$ cat src/rtl/guarded_cmd_tx_pkg.sv
// Shared definitions for the guarded command transmitter: default word
// constants, FSM state encoding and the gap-counter width helper.
package guarded_cmd_tx_pkg;

    localparam int          CMD_W             = 32;
    localparam logic [31:0] FORBIDDEN_DEFAULT = 32'hdeadbeef;
    localparam logic [31:0] IDLE_WORD_DEFAULT = 32'h00000000;

    typedef enum logic [1:0] {
        IDLE = 2'b00,
        SEND = 2'b01,
        GAP  = 2'b10
    } tx_state_e;

    // Width of a down-counter that must hold MINGAP; never narrower than 1 bit.
    function automatic int gap_width(input int mingap);
        return (mingap > 0) ? $clog2(mingap + 1) : 1;
    endfunction

endpackage

$ cat src/rtl/guarded_cmd_tx_if.sv
// Handshake and bus signals of the guarded command transmitter.
// slave = the transmitter itself, master = upstream logic plus receiver.
interface guarded_cmd_tx_if
    import guarded_cmd_tx_pkg::*;
#(
    parameter int LGFIFO = 2
);
    logic              i_cmd_valid;
    logic [CMD_W-1:0]  i_cmd_data;
    logic              o_cmd_ready;
    logic [CMD_W-1:0]  o_word;
    logic              o_stb;
    logic              i_tx_ready;
    logic              o_reject;
    logic [LGFIFO:0]   o_fill;

    modport slave (
        input  i_cmd_valid, i_cmd_data, i_tx_ready,
        output o_cmd_ready, o_word, o_stb, o_reject, o_fill
    );

    modport master (
        output i_cmd_valid, i_cmd_data, i_tx_ready,
        input  o_cmd_ready, o_word, o_stb, o_reject, o_fill
    );
endinterface

$ cat src/rtl/guarded_cmd_tx_sync_fifo.sv
// Small synchronous FIFO with extra-MSB pointers. The head word is read
// combinationally so it can be popped into the output register in the same
// cycle the FIFO is seen non-empty.
module sync_fifo #(
    parameter int LGFIFO = 2,
    parameter int WIDTH  = 32
) (
    input  logic             i_clk,
    input  logic             i_reset,
    input  logic             i_push,
    input  logic [WIDTH-1:0] i_data,
    input  logic             i_pop,
    output logic [WIDTH-1:0] o_data,
    output logic             o_full,
    output logic             o_empty,
    output logic [LGFIFO:0]  o_fill
);
    localparam int DEPTH = 1 << LGFIFO;

    logic [WIDTH-1:0] mem [DEPTH];
    logic [LGFIFO:0]  wr_ptr_q, wr_ptr_d;
    logic [LGFIFO:0]  rd_ptr_q, rd_ptr_d;
    logic             do_push, do_pop;

    assign o_full  = (wr_ptr_q[LGFIFO] != rd_ptr_q[LGFIFO]) &&
                     (wr_ptr_q[LGFIFO-1:0] == rd_ptr_q[LGFIFO-1:0]);
    assign o_empty = (wr_ptr_q == rd_ptr_q);
    assign o_fill  = wr_ptr_q - rd_ptr_q;
    assign o_data  = mem[rd_ptr_q[LGFIFO-1:0]];
    assign do_push = i_push && !o_full;
    assign do_pop  = i_pop && !o_empty;

    // Next pointer values: advance only on a legal push/pop.
    always_comb begin
        wr_ptr_d = wr_ptr_q + {{LGFIFO{1'b0}}, do_push};
        rd_ptr_d = rd_ptr_q + {{LGFIFO{1'b0}}, do_pop};
    end

    // Pointer registers; reset flushes the FIFO.
    always_ff @(posedge i_clk) begin
        if (i_reset) begin
            wr_ptr_q <= '0;
            rd_ptr_q <= '0;
        end else begin
            wr_ptr_q <= wr_ptr_d;
            rd_ptr_q <= rd_ptr_d;
        end
    end

    // Storage write; contents need no reset because the pointers gate reads.
    always_ff @(posedge i_clk) begin
        if (do_push) begin
            mem[wr_ptr_q[LGFIFO-1:0]] <= i_data;
        end
    end

endmodule

$ cat src/rtl/guarded_cmd_tx.sv
// Guarded command transmitter: filters the forbidden word at the input,
// buffers commands in a FIFO and presents them on a held, strobed bus with
// a programmable idle gap after each transfer.
// Optional reject counter enabled by defining GUARDED_CMD_REJECT_COUNT_EN.
module guarded_cmd_tx
    import guarded_cmd_tx_pkg::*;
#(
    parameter int          LGFIFO    = 2,
    parameter logic [31:0] FORBIDDEN = FORBIDDEN_DEFAULT,
    parameter logic [31:0] IDLE_WORD = IDLE_WORD_DEFAULT,
    parameter int          MINGAP    = 2
) (
    input  logic            i_clk,
    input  logic            i_reset,
`ifdef GUARDED_CMD_REJECT_COUNT_EN
    input  logic            i_clr_count,
    output logic [15:0]     o_reject_count,
`endif
    guarded_cmd_tx_if.slave bus
);
    localparam int              GW      = gap_width(MINGAP);
    localparam logic [LGFIFO:0] DEPTH_W = (LGFIFO + 1)'(1 << LGFIFO);

    // The idle value is driven during reset, so it must never be the forbidden word.
    if (IDLE_WORD == FORBIDDEN) begin : g_bad_idle_word
        $error("guarded_cmd_tx: IDLE_WORD must differ from FORBIDDEN");
    end

    tx_state_e        state_q, state_d;
    logic [CMD_W-1:0] word_q, word_d;
    logic             stb_q, stb_d;
    logic [GW-1:0]    gap_q, gap_d;
    logic             reject_q, reject_d;
    logic             load_next;

    logic             accept, is_forbidden;
    logic             fifo_push, fifo_pop, fifo_full, fifo_empty;
    logic [CMD_W-1:0] fifo_head;
    logic [LGFIFO:0]  fifo_fill, fill_total;

    sync_fifo #(
        .LGFIFO (LGFIFO),
        .WIDTH  (CMD_W)
    ) u_fifo (
        .i_clk   (i_clk),
        .i_reset (i_reset),
        .i_push  (fifo_push),
        .i_data  (bus.i_cmd_data),
        .i_pop   (fifo_pop),
        .o_data  (fifo_head),
        .o_full  (fifo_full),
        .o_empty (fifo_empty),
        .o_fill  (fifo_fill)
    );

    // Occupancy counts the word held on the bus, so total capacity is the FIFO depth.
    assign fill_total      = fifo_fill + {{LGFIFO{1'b0}}, stb_q};
    assign bus.o_cmd_ready = !fifo_full && (fill_total != DEPTH_W);
    assign bus.o_fill      = fill_total;
    assign bus.o_word      = word_q;
    assign bus.o_stb       = stb_q;
    assign bus.o_reject    = reject_q;

    // Input filter: the forbidden word is dropped and flagged on the next cycle.
    always_comb begin
        accept       = bus.i_cmd_valid && bus.o_cmd_ready;
        is_forbidden = (bus.i_cmd_data == FORBIDDEN);
        fifo_push    = accept && !is_forbidden;
        reject_d     = accept && is_forbidden;
    end

    // FSM next state; load_next means "behave as IDLE": pop the head if there is one.
    always_comb begin
        state_d   = state_q;
        word_d    = word_q;
        stb_d     = stb_q;
        gap_d     = gap_q;
        fifo_pop  = 1'b0;
        load_next = 1'b0;
        case (state_q)
            IDLE: load_next = 1'b1;
            SEND: begin
                if (bus.i_tx_ready) begin
                    if (MINGAP == 0) begin
                        load_next = 1'b1;
                    end else begin
                        gap_d   = GW'(MINGAP);
                        stb_d   = 1'b0;
                        word_d  = IDLE_WORD;
                        state_d = GAP;
                    end
                end
            end
            GAP: begin
                if (gap_q <= GW'(1)) begin
                    load_next = 1'b1;
                end else begin
                    gap_d = gap_q - GW'(1);
                end
            end
            default: begin
                state_d = IDLE;
                stb_d   = 1'b0;
                word_d  = IDLE_WORD;
            end
        endcase
        if (load_next) begin
            gap_d = '0;
            if (!fifo_empty) begin
                fifo_pop = 1'b1;
                word_d   = fifo_head;
                stb_d    = 1'b1;
                state_d  = SEND;
            end else begin
                word_d   = IDLE_WORD;
                stb_d    = 1'b0;
                state_d  = IDLE;
            end
        end
    end

    // State, bus and reject registers; reset abandons any word in flight.
    always_ff @(posedge i_clk) begin
        if (i_reset) begin
            state_q  <= IDLE;
            word_q   <= IDLE_WORD;
            stb_q    <= 1'b0;
            gap_q    <= '0;
            reject_q <= 1'b0;
        end else begin
            state_q  <= state_d;
            word_q   <= word_d;
            stb_q    <= stb_d;
            gap_q    <= gap_d;
            reject_q <= reject_d;
        end
    end

`ifdef GUARDED_CMD_REJECT_COUNT_EN
    logic [15:0] rcount_q, rcount_d;

    // Saturating count of reject pulses; a clear always wins.
    always_comb begin
        rcount_d = rcount_q;
        if (i_clr_count) begin
            rcount_d = '0;
        end else if (reject_q && (rcount_q != 16'hffff)) begin
            rcount_d = rcount_q + 16'd1;
        end
    end

    // Reject counter register.
    always_ff @(posedge i_clk) begin
        if (i_reset) begin
            rcount_q <= '0;
        end else begin
            rcount_q <= rcount_d;
        end
    end

    assign o_reject_count = rcount_q;
`endif

endmodule

$ cat src/flat_wrapper.sv
// flat-port wrapper written by rule: the top's interface ports become plain ports
module guarded_cmd_tx_flat import guarded_cmd_tx_pkg::*;
#(
    parameter int          LGFIFO    = 2,
    parameter logic [31:0] FORBIDDEN = FORBIDDEN_DEFAULT,
    parameter logic [31:0] IDLE_WORD = IDLE_WORD_DEFAULT,
    parameter int          MINGAP    = 2
)
  (i_clk, i_reset, bus_i_cmd_valid, bus_i_cmd_data, bus_i_tx_ready, bus_o_cmd_ready, bus_o_word, bus_o_stb, bus_o_reject, bus_o_fill);
  guarded_cmd_tx_if #(.LGFIFO(LGFIFO)) bus_i ();
  input  logic i_clk;
  input  logic i_reset;
  input wire logic [$bits(bus_i.i_cmd_valid)-1:0] bus_i_cmd_valid;
  input wire logic [$bits(bus_i.i_cmd_data)-1:0] bus_i_cmd_data;
  input wire logic [$bits(bus_i.i_tx_ready)-1:0] bus_i_tx_ready;
  output wire logic [$bits(bus_i.o_cmd_ready)-1:0] bus_o_cmd_ready;
  output wire logic [$bits(bus_i.o_word)-1:0] bus_o_word;
  output wire logic [$bits(bus_i.o_stb)-1:0] bus_o_stb;
  output wire logic [$bits(bus_i.o_reject)-1:0] bus_o_reject;
  output wire logic [$bits(bus_i.o_fill)-1:0] bus_o_fill;
  assign bus_i.i_cmd_valid = bus_i_cmd_valid;
  assign bus_i.i_cmd_data = bus_i_cmd_data;
  assign bus_i.i_tx_ready = bus_i_tx_ready;
  assign bus_o_cmd_ready = bus_i.o_cmd_ready;
  assign bus_o_word = bus_i.o_word;
  assign bus_o_stb = bus_i.o_stb;
  assign bus_o_reject = bus_i.o_reject;
  assign bus_o_fill = bus_i.o_fill;
  guarded_cmd_tx #(.LGFIFO(LGFIFO), .FORBIDDEN(FORBIDDEN), .IDLE_WORD(IDLE_WORD), .MINGAP(MINGAP)) u_core (.i_clk(i_clk), .i_reset(i_reset), .bus(bus_i));
endmodule
$ cat config.mk
export PLATFORM = sky130hd
export DESIGN_NAME = guarded_cmd_tx_flat
export DESIGN_NICKNAME = d
export VERILOG_FILES = /design/src/rtl/guarded_cmd_tx_pkg.sv /design/src/rtl/guarded_cmd_tx_if.sv /design/src/rtl/guarded_cmd_tx_sync_fifo.sv /design/src/rtl/guarded_cmd_tx.sv /design/src/flat_wrapper.sv
export SDC_FILE = /design/constraint.sdc
export NUM_CORES = 1
export LEC_CHECK = 0
export CORE_UTILIZATION = 35
export DETAILED_ROUTE_END_ITERATION = 8
export PLACE_DENSITY = 0.57
export REMOVE_ABC_BUFFERS = 1
export SLEW_MARGIN = 10
export SYNTH_ARGS = -nofsm -noshare
export SYNTH_HDL_FRONTEND = slang
export SYNTH_SLANG_ARGS = --single-unit
$ cat constraint.sdc
create_clock -name i_clk -period 13.5 [get_ports i_clk]
set_clock_uncertainty 0.1 [all_clocks]
set_input_delay 4.05 -clock i_clk [delete_from_list [all_inputs] [get_ports i_clk]]
set_output_delay 4.05 -clock i_clk [all_outputs]
set_load 0.05 [all_outputs]
==> summary.txt <==
Die H -> 136.6 um
Area growth syn-to-layout -> 26.44%
CTS tree -> yes
setup violators final -> 0
setup tns final -> 0 ps
width of the chip -> 136.6 um
count leader, synth -> edfxtp_1
Netlist cell types -> 37
CP max stage delay -> 940 ps
number of cells on the critical path -> 8
top_reg_cell synth -> edfxtp_1
worst reg2reg startpoint -> u_core.u_fifo.rd_ptr_q[1]
wire length per cell -> 18.71 um
Seq/Total Area, Yosys -> 0.7419
vias in the first global route -> 3275
buffers added on ports -> 73
Worst-Margin Slew -> 989.0 ps
RSZ-0062 raised after global routing -> no
maximum vdd ir drop -> 296.9 uV
Starting DRT DRC Count -> 217
fin crit share -> 0.5868
Clk Latency, worst-skew pair -> 430 ps
CP startpoint -> u_core.u_fifo.rd_ptr_q[1]
layout cell share with drive strength beyond 1 -> 0.2024
Pwr per Cell Area -> 247.5 nW/um2
diode count -> 0
hold_buf cts -> 0
Leakage -> 2.668 nW
flops & latches, synth -> 171
total setup buffers inserted after CTS -> 0
Top Family by Delay on Critical Path -> buffers and inverters
pin count of the biggest net entering global routing -> 35
GRT Util Overall -> 0.1392
RD Place Congestion -> 0.6931
Resized Gates After CTS -> 0
first-pass GRT wire length -> 18280 um
final setup margin -> 5578 ps
largest cells by area after synthesis -> edfxtp_1 (61%), dfxtp_1 (14%), mux4_2 (11%), a22o_1 (4.4%), ha_1 (1.6%)
CTS Buf Count -> 17
H-tree levels -> 4
vias per cell -> 4.883
Pre-Repair DR Iteration Count -> 4
antenna-violating nets left -> 0
Mapped Cells -> 319
CP Class -> reg2out
top cells by count, synth -> edfxtp_1 (128), dfxtp_1 (43), a22o_1 (32), mux4_2 (32), ha_1 (8)
EDFF count, synth -> 128
initial antenna violation count -> 0
crit end category -> primary output
final hold vios -> 0
gr ovfl total -> 0
Hold Crit Class -> reg2reg
final-report max-slew violation count -> 0
Critical Path AT -> 3770 ps
Max-Cap Viols -> 0
Syn. warnings -> 0
crit path buf inv count -> 3
status -> completed
CP endpoint -> bus_o_cmd_ready
total core area -> 17480 um2
CP Max Fanout -> 34
# IOs -> 74
full die area -> 18660 um2
number of cell rows -> 48
drt total wl -> 11970 um
pre-CTS setup slack -> 5959 ps
Post-Syn Area per Cell -> 19.88 um2
critical path startpoint category -> flop
worst reg2reg endpoint -> u_core.u_fifo.mem[3][9]
share of the synthesized area in the top cell type -> 0.6062
Post-Syn Area -> 6341 um2
Fmax -> 126.2 MHz
required time of the critical path -> 9350 ps
CP max stage cell -> dfxtp_2
number of remaining DRC errors -> 0
worst reg2reg setup slack -> 9300 ps
HPWL after DPL -> 7120 um
Root Driver -> clkbuf_16
Async S/R FF share, synth -> 0
crit path time final -> 7922 ps
clock sink total -> 171
CTS clk-pin slew, worst paths -> 60 ps
via count -> 3125
R2R depth -> 9
FILL cells -> 1504
leading area contributor after synthesis -> edfxtp_1
Starting Density -> 0.3628
slew margin rel. -> 0.3392
cell chain of the critical path -> inv_1 -> ha_1 -> inv_1 -> fa_1 -> xnor2_1 -> xnor2_1 -> o22a_1 -> clkdlybuf4s50_1
Max Buffers Root-to-Sink -> 2
fin nets -> 447
==> how the worst min path moves through the flow <==
stage / cells after the start / start / endpoint / slack, ps
floorplan: 3 / u_core.state_q[1] / u_core.state_q[1] / 420
global placement: 1 / u_core.bus.o_word[8] / u_core.bus.o_word[8] / 360
detailed placement: 1 / u_core.bus.o_word[14] / u_core.bus.o_word[14] / 360
CTS: 1 / u_core.bus.o_word[5] / u_core.bus.o_word[5] / 380
global route: 1 / u_core.bus.o_word[14] / u_core.bus.o_word[14] / 380
finish: 1 / u_core.bus.o_word[0] / u_core.bus.o_word[0] / 380
==> layer usage <==
layer / routed length (um) / GRT usage / part of all wire
met5: 0 / 0 / 0
met4: 135 / 0.04630 / 0.011
met3: 582 / 0.04852 / 0.049
met2: 6041 / 0.2276 / 0.50
met1: 5213 / 0.1716 / 0.44
==> state kept, by name, indices dropped and copies added, names as in the netlist <==
signal,cells
u_core.u_fifo.mem,128
u_core.bus.o_word,32
u_core.u_fifo.rd_ptr_q,3
u_core.u_fifo.wr_ptr_q,3
u_core.gap_q,2
u_core.bus.o_reject,1
u_core.bus.o_stb,1
u_core.state_q,1
==> layout make-up <==
class | count | area [um2] | share of cell area
flip-flops and latches | 171 | 4707 | 0.5871
multi-input cells | 124 | 1540 | 0.1921
repair buffers | 80 | 783.3 | 0.09769
clock buffers | 20 | 456.7 | 0.05696
well taps | 225 | 281.5 | 0.03511
clock inverters | 12 | 219.0 | 0.02731
inverters | 8 | 30.03 | 0.003745
==> where the power goes <==
| part | internal (mW) | switching [mW] | total (mW) |
|---|---|---|---|
| sequential | 0.711 | 0.0629 | 0.774 |
| combinational | 0.265 | 0.397 | 0.662 |
| clock | 0.356 | 0.192 | 0.548 |
| total | 1.33 | 0.652 | 1.98 |
==> cells in the final DEF, fill, tap and decap left out, drive strengths merged, types with 3 or more instances in the layout <==
| cell type | Yosys | routed |
|---|---|---|
| a21oi | 3 | 3 |
| a22o | 32 | 32 |
| buf | 12 | 7 |
| bufinv | 0 | 6 |
| clkbuf | 4 | 20 |
| clkdlybuf4s50 | 0 | 73 |
| clkinv | 0 | 4 |
| dfxtp | 43 | 43 |
| edfxtp | 128 | 128 |
| ha | 8 | 8 |
| inv | 8 | 8 |
| mux4 | 32 | 32 |
| nand2 | 6 | 6 |
| nand4b | 5 | 5 |
| nor2 | 4 | 4 |
| nor2b | 7 | 7 |
| xnor2 | 6 | 6 |
==> cells by family after synthesis <==
group | share of synthesized area
xor+xnor | 0.009472
buf+inv | 0.02012
flops | 0.7419
simple gates | 0.04045
fa+ha+maj | 0.01894
compound gates | 0.05544
mux | 0.1137
==> per-stage QoR <==
stage | hold WS (ps) | instance area, um2 | power, mW | utilization | instances
detailed placement | 359.2 | 7342 | 1.461 | 0.4201 | 608
finish | 379.2 | 8018 | 1.985 | 0.4588 | 640
global placement | 363.7 | 7342 | 1.450 | 0.4201 | 608
floorplan | 421.6 | 6243 | 1.240 | - | 303
CTS | 381.0 | 8018 | 2.015 | 0.4588 | 640
global route | 384.9 | 8018 | 2.075 | 0.4588 | 640
No activity file was read; power rests on OpenSTA's default activity.
